[config.mk]
export PLATFORM = sky130hd
export DESIGN_NAME = hack_pc
export DESIGN_NICKNAME = d
export VERILOG_FILES = /design/src/rtl/hack_pkg.sv /design/src/rtl/hack_gates.sv /design/src/rtl/hack_jump_cond.sv /design/src/rtl/hack_pc.sv
export SDC_FILE = /design/constraint.sdc
export NUM_CORES = 1
export LEC_CHECK = 0
export CAP_MARGIN = 10
export CELL_PAD_IN_SITES_DETAIL_PLACEMENT = 0
export CELL_PAD_IN_SITES_GLOBAL_PLACEMENT = 1
export CORE_AREA = 2 2 100 102
export CTS_CLUSTER_SIZE = 28
export DETAILED_ROUTE_END_ITERATION = 7
export DIE_AREA = 0 0 102 104
export PLACE_DENSITY_LB_ADDON = 0.08
export REMOVE_ABC_BUFFERS = 1
export SLEW_MARGIN = 5
export SYNTH_ARGS = -nofsm -noshare
export SYNTH_HDL_FRONTEND = slang
export SYNTH_SLANG_ARGS = --single-unit
[constraint.sdc]
create_clock -name clk -period 1.73 [get_ports clk]
set_input_delay 0.346 -clock clk [delete_from_list [all_inputs] [get_ports clk]]
set_output_delay 0.346 -clock clk [all_outputs]
set_load 0.01 [all_outputs]
[src/rtl/hack_pkg.sv]
// Shared constants and types for the Hack CPU program-counter slice.
package hack_pkg;

  localparam int unsigned HACK_WIDTH = 16;

  localparam int unsigned JLT = 2;
  localparam int unsigned JEQ = 1;
  localparam int unsigned JGT = 0;

  typedef logic [2:0] jump_t;

endpackage

[src/rtl/hack_gates.sv]
// Primitive two-input gates used by the gate-level parts of the Hack CPU.
module hack_and (
  input  logic a,
  input  logic b,
  output logic out
);
  assign out = a & b;
endmodule

module hack_or (
  input  logic a,
  input  logic b,
  output logic out
);
  assign out = a | b;
endmodule

module hack_not (
  input  logic in,
  output logic out
);
  assign out = ~in;
endmodule

[src/rtl/hack_jump_cond.sv]
// Jump decision from C-instruction jump bits and ALU flags, in gate-level form.
module hack_jump_cond
  import hack_pkg::*;
(
  input  logic  c_instr,
  input  jump_t jjj,
  input  logic  zr,
  input  logic  ng,
  output logic  take
);

  logic not_zr, not_ng, pos;
  logic lt_hit, eq_hit, gt_hit;
  logic any_lo, any_hit;

  hack_not u_not_zr (.in(zr), .out(not_zr));
  hack_not u_not_ng (.in(ng), .out(not_ng));

  // Strictly positive: neither zero nor negative.
  hack_and u_pos (.a(not_zr), .b(not_ng), .out(pos));

  hack_and u_lt (.a(jjj[JLT]), .b(ng),  .out(lt_hit));
  hack_and u_eq (.a(jjj[JEQ]), .b(zr),  .out(eq_hit));
  hack_and u_gt (.a(jjj[JGT]), .b(pos), .out(gt_hit));

  hack_or u_or_a (.a(lt_hit), .b(eq_hit), .out(any_lo));
  hack_or u_or_b (.a(any_lo), .b(gt_hit), .out(any_hit));

  hack_and u_take (.a(c_instr), .b(any_hit), .out(take));

endmodule

[src/rtl/hack_pc.sv]
// Hack program counter with jump select, retired-instruction counter and self-jump halt detect.
module hack_pc
  import hack_pkg::*;
#(
  parameter int unsigned WIDTH = HACK_WIDTH
) (
  input  logic             clk,
  input  logic             rst_n,
  input  logic             reset,
  input  logic             en,
  input  logic             c_instr,
  input  logic [2:0]       jjj,
  input  logic             zr,
  input  logic             ng,
  input  logic [WIDTH-1:0] a_in,
  output logic [WIDTH-1:0] pc,
  output logic             jump_taken,
  output logic             halt,
  output logic [WIDTH-1:0] retired
);

  logic take;

  hack_jump_cond u_jump_cond (
    .c_instr (c_instr),
    .jjj     (jump_t'(jjj)),
    .zr      (zr),
    .ng      (ng),
    .take    (take)
  );

  always_ff @(posedge clk or negedge rst_n) begin
    if (!rst_n) begin
      pc         <= '0;
      jump_taken <= 1'b0;
      halt       <= 1'b0;
      retired    <= '0;
    end else if (reset) begin
      pc         <= '0;
      jump_taken <= 1'b0;
      halt       <= 1'b0;
      retired    <= '0;
    end else if (en) begin
      if (take) begin
        pc         <= a_in;
        jump_taken <= 1'b1;
        if (a_in == pc) halt <= 1'b1;
      end else begin
        pc         <= pc + WIDTH'(1);
        jump_taken <= 1'b0;
      end
      // The halting self-jump still counts; halt is the pre-edge value here.
      if (!halt && (retired != '1)) retired <= retired + WIDTH'(1);
    end
  end

endmodule

=== Yosys cells after proc, flatten, opt, wreduce, memory -nomap -nowiden ===
Index checks and enable logic that the tools add are counted.

* Reductions and logical operators: 8
* $add $sub $neg: 2
* Multiplexer cells: 13
* Equal/unequal tests: 2
* Bitwise operators: 9

{| class="wikitable"
|+ Operators by type and width
! cell !! number
|-
| $mux W16 || 6
|-
| $add A16 B1 Y16 const B || 2
|-
| $eq A16 B16 Y1 || 1
|-
| $ne A16 B16 Y1 const B || 1
|-
| $reduce_bool A2 Y1 || 4
|-
| $mux W1 || 7
|-
| $and A1 B1 Y1 || 5
|-
| $reduce_and A3 Y1 || 1
|-
| $not A1 Y1 || 2
|-
| $or A1 B1 Y1 || 2
|-
| $reduce_and A2 Y1 || 1
|-
| $logic_and A1 B1 Y1 || 1
|-
| $logic_not A1 Y1 || 1
|}

* Word-level logic and storage cells: 38
* Output and inout bits: 34
* Register bits after elaboration: 34
* Bits of input ports: 26

=== Depth between registers and ports, before layout ===
Gate-level depths: netlist (run 1).

* Depth after elaboration: 8
* Gate-level depth with buffers: 7

=== Modules after synthesis ===
From an unflattened synthesis (run 1), not the netlist that was laid out.

* Cell total of the unflattened synthesis: 263
* Area total of the unflattened synthesis: 2284.7 um^2

{| class="wikitable"
|+ Modules (own cells, without submodules)
! module !! area each (um^2) !! cells each !! instances
|-
| hack_pc || 2233.4 || 254 || 1
|-
| hack_and || 6.3 || 1 || 5
|-
| hack_or || 6.3 || 1 || 2
|-
| hack_not || 3.8 || 1 || 2
|}

=== Worst setup path after synthesis (run 1) ===
Ideal clock, no wire load.

* Path kind: register to register
* Start point: reg retired[0]
* End point: reg retired[2]
* Arrival: 1.626 ns
* Period minus slack after synthesis: 1.746 ns
* Data required time: 1.610 ns
* Buffers on the path: 0
* Cell stages (with the launch flop): 7
* Setup time: 0.120 ns
* Path slack: -0.016 ns
* Cell sequence: dfrtp_1 -> ha_1 -> nand3_1 -> nor2_1 -> a31oi_1 -> a21oi_1 -> a31o_2

* Word-level cells in the longest chain between the ends: 4
* Elaborated cells on any way between the ends: 8
* Classes of those cells: add/sub (1); eq/ne (1); mux (3); reduce/logical (3)

{| class="wikitable"
|+ RTL lines
! what !! line !! RTL
|-
| from (decl) || hack_pc.sv:19 || <nowiki>output logic [WIDTH-1:0] retired</nowiki>
|-
| from (signal assigned) || hack_pc.sv:53 || <nowiki>if (!halt && (retired != '1)) retired <= retired + WIDTH'(1);</nowiki>
|-
| $add A16 B1 Y16 / $ne A16 B16 Y1 (equally long branches) || hack_pc.sv:53 ||
|-
| $mux W16 / $logic_and A1 B1 Y1 (equally long branches) || hack_pc.sv:53 ||
|-
| $mux W16 / $reduce_bool A2 Y1 (equally long branches) || - ||
|-
| $mux W16 / $reduce_and A2 Y1 (equally long branches) || - ||
|}

Several ways; a longest one is shown, not always the timed one. The select of a mux whose other input is x is not followed.
A chain may end at the register's enable or synchronous reset.

=== Final worst setup path (run 1) ===
* Start point: reg pc[11]
* End point: out pc[11]

{| class="wikitable"
|+ RTL lines
! what !! line !! RTL
|-
| from (decl) || hack_pc.sv:16 || <nowiki>output logic [WIDTH-1:0] pc,</nowiki>
|-
| from (signal assigned) || hack_pc.sv:45 || <nowiki>pc <= a_in;</nowiki>
|-
| from (signal assigned) || hack_pc.sv:49 || <nowiki>pc <= pc + WIDTH'(1);</nowiki>
|}

No word-level cell between the ends.

==> impl_metrics.env, run 1 <==
export IMPL_status="complete, no violations"
export IMPL_gp_congestion=0.8152
export IMPL_critPathLaunch="pc[11]"
export IMPL_dp_hpwl_um=6014
export IMPL_routed_wl_um=7890
export IMPL_path_class="reg -> out"
export IMPL_rr_startpoint="pc[1]"
export IMPL_numPortBuffers=59
export IMPL_leakage_nw=1.565
export IMPL_setup_tns_ns=0
export IMPL_pwr_share_clk_pct=37.6
export IMPL_die_height_um=104
export IMPL_first_pass_iters=4
export IMPL_synth_flop_cell="dfrtp_1"
export IMPL_ys_types=55
export IMPL_maxSlewViolCount=0
export IMPL_grt_pass1_wl_um=12570
export IMPL_critPathTopFamily="buffers and inverters"
export IMPL_yosysSeqAreaShare_pct=36.86
export IMPL_crit_path_cell_trace="clkdlybuf4s50_1"
export IMPL_drt_initial_drc_count=70
export IMPL_place_area_mm2=0.003397
export IMPL_die_x_um=102
export IMPL_rows=36
export IMPL_overflow=0
export IMPL_switching_share_pct=26.61
export IMPL_p_per_area_mw_per_mm2=560.7
export IMPL_cap_violations=0
export IMPL_rsz0062_at_grt="false"
export IMPL_startpoint_type="register"
export IMPL_worst_path_buf_inv=1
export IMPL_period_needed_ns=1.675
export IMPL_r2r_slack_ns=0.11
export IMPL_insertion_delay_ns=0.29
export IMPL_grt_max_degree=21
export IMPL_die_area_mm2=0.01061
export IMPL_ys_warn_count=0
export IMPL_ant_nets=0
export IMPL_critPathRequiredTime_ns=1.38
export IMPL_fmax_mhz=597.1
export IMPL_max_stage_delay_ns=0.58
export IMPL_finalHoldViolCount=0
export IMPL_switchingPower_mw=0.5535
export IMPL_syn_instance_count=258
export IMPL_p_int_mw=1.527
export IMPL_relSlewSlack_pct=72.44
export IMPL_core_area_mm2=0.009549
export IMPL_htree_levels=2
export IMPL_io_pin_count=60
export IMPL_cts_buffers_inserted=5
export IMPL_synth_avg_cell_area_um2=8.948
export IMPL_setup_violations=0
export IMPL_tightest_slew_ns=0.4135
export IMPL_stdcell_count=511
export IMPL_power_mw=2.080
export IMPL_cp_end_kind="output pin"
export IMPL_hold_class="in -> async"
export IMPL_synth_seq_cells=34
export IMPL_layout_drive_gt1_share_pct=27.78
export IMPL_synth_edf_count=0
export IMPL_grt_pass1_vias=2441
export IMPL_combPwrFrac_pct=21.8
export IMPL_async_flop_share_pct=100.0
export IMPL_numPlacedInstances=490
export IMPL_post_route_period_util_pct=96.80
export IMPL_cts_tree="yes"
export IMPL_initial_core_util_pct=24.17
export IMPL_skew_ns=0.01288
export IMPL_p_seq_share_pct=40.6
export IMPL_crit_slowest_cell="clkdlybuf4s50_1"
export IMPL_final_nets=406
export IMPL_crit_path_max_fanout=5
export IMPL_stdcell_area_mm2=0.003710
export IMPL_cts_root_buffer="clkbuf_8"
export IMPL_viasPerCell=4.697
export IMPL_fin_hold_ws_ns=0.5187
export IMPL_vias=2400
export IMPL_drc=0
export IMPL_peakVddDrop_mv=0.2484
export IMPL_diodes=0
export IMPL_syn_area_mm2=0.002308
export IMPL_antenna_found_initial=0
export IMPL_clockBufferDepth=2
export IMPL_arrival_ns=1.33
export IMPL_path_clk_slew_ns=0.08
export IMPL_wl_per_cell_um=15.44
export IMPL_synthToLayoutAreaGrowth_pct=60.70
export IMPL_cts_sinks=34
export IMPL_grtUsageTotal_pct=15.11
==> metrics by stage <==
step / utilization (%) / setup WS (ns)
2_1_floorplan: - / -0.04766
3_3_place_gp: 35.57 / -0.2893
3_5_place_dp: 35.57 / -0.3317
4_1_cts: 37.53 / 0.003850
5_1_grt: 38.85 / 0.0008560
6_report: 38.85 / 0.05531
==> worst paths after layout <==
check	to	cells past startpoint
hold reg to reg	jump_taken	2
min in group clk	jump_taken	2
hold / removal	retired[13]	2
setup reg to reg	pc[12]	6
max in group asynchronous	pc[14]	3
setup / recovery	pc[11]	1
==> sequential cells by signal (all words and copies together), names as in the netlist <==
name and cells:
retired 16, jump_taken 1, pc 16, halt 1
==> repair_timing <==
action,in CTS,in global routing
pin swaps,3,3
endpoints found under the setup margin,9,32
gates cloned,1,0
hold buffers,1,0
buffers inserted,6,6
endpoints found under the hold margin,6,0
gates resized for setup,6,22
==> synthesized netlist by cell type (6+ instances only) <==
library cell	n	area (um2)
xnor2_1	15	131.4
nor4_1	8	50.05
nor3_1	6	30.03
xor2_1	11	96.34
dfrtp_1	34	850.8
nor2_1	31	116.4
a21oi_1	20	100.1
nand3_1	12	60.06
nand2_1	10	37.54
o21ai_0	14	70.07
a211oi_1	9	67.56
inv_1	8	30.03
==> cell families (layout without fill, tap and decap cells) <==
family,count (synthesis),in the layout,synth area share [%]
muxes,7,7,3.198
adders and majority gates,2,2,1.084
xor gates and xnor gates,26,26,9.865
and+or+nand+nor,101,101,25.91
AOI/OAI and AO/OA,67,68,18.59
DFF,34,34,36.86
buffers and inverters,21,140,4.499
==> power groups by stage <==
stage	Sequential (mW)	Combinational [mW]	Clock, mW
after floorplan	0.882	0.124	0
after global placement	0.865	0.418	0
after detailed placement	0.865	0.419	0
after CTS	0.846	0.442	0.817
after global routing	0.849	0.496	0.837
final	0.845	0.454	0.781
==> layout by cell type (no fill, tap or decap), types with 3 or more instances in the layout <==
cell type | synthesis | routed
a211oi_1 | 9 | 7
a21oi_1 | 20 | 20
a22oi_1 | 4 | 4
a31oi_1 | 3 | 3
and2_1 | 3 | 3
buf_4 | 1 | 61
buf_6 | 0 | 3
clkbuf_8 | 1 | 6
clkdlybuf4s50_1 | 0 | 50
dfrtp_1 | 34 | 31
dfrtp_2 | 0 | 3
dlymetal6s2s_1 | 0 | 6
inv_1 | 8 | 8
mux2_2 | 3 | 3
mux2i_1 | 4 | 4
nand2_1 | 10 | 10
nand2b_1 | 4 | 4
nand3_1 | 12 | 11
nand4_1 | 4 | 4
nor2_1 | 31 | 29
nor3_1 | 6 | 6
nor4_1 | 8 | 7
o21ai_0 | 14 | 13
o32ai_1 | 4 | 4
or3_1 | 3 | 3
xnor2_1 | 15 | 15
xor2_1 | 11 | 11
==> layer usage <==
layer / track usage, % / share of wire (%)
met3: 2.755 / 3.8
met5: 0 / 0
met2: 25.80 / 50
met4: 3.238 / 0.82
met1: 19.70 / 46
==> layout make-up <==
cell class | instances | area [um2]
clock buffer | 6 | 82.58
inverter | 8 | 30.03
multi-input combinational | 204 | 1426
clock inverter | 1 | 30.03
tap | 133 | 166.4
sequential | 34 | 854.6
timing repair buffer | 125 | 1120
fill | 1016 | 5839
Note: power is estimated with default switching activity, not from simulation.
==> inputs of run 2 (changes only) <==
--- a/config.mk
+++ b/config.mk
@@ -12,6 +12,7 @@
 export CTS_CLUSTER_SIZE = 28
 export DETAILED_ROUTE_END_ITERATION = 7
 export DIE_AREA = 0 0 102 104
+export HOLD_SLACK_MARGIN = 0.08
 export PLACE_DENSITY_LB_ADDON = 0.08
 export REMOVE_ABC_BUFFERS = 1
 export SLEW_MARGIN = 5
==> results of run 2 <==
The final DEF is identical to that of run 1; final timing and power are the same.
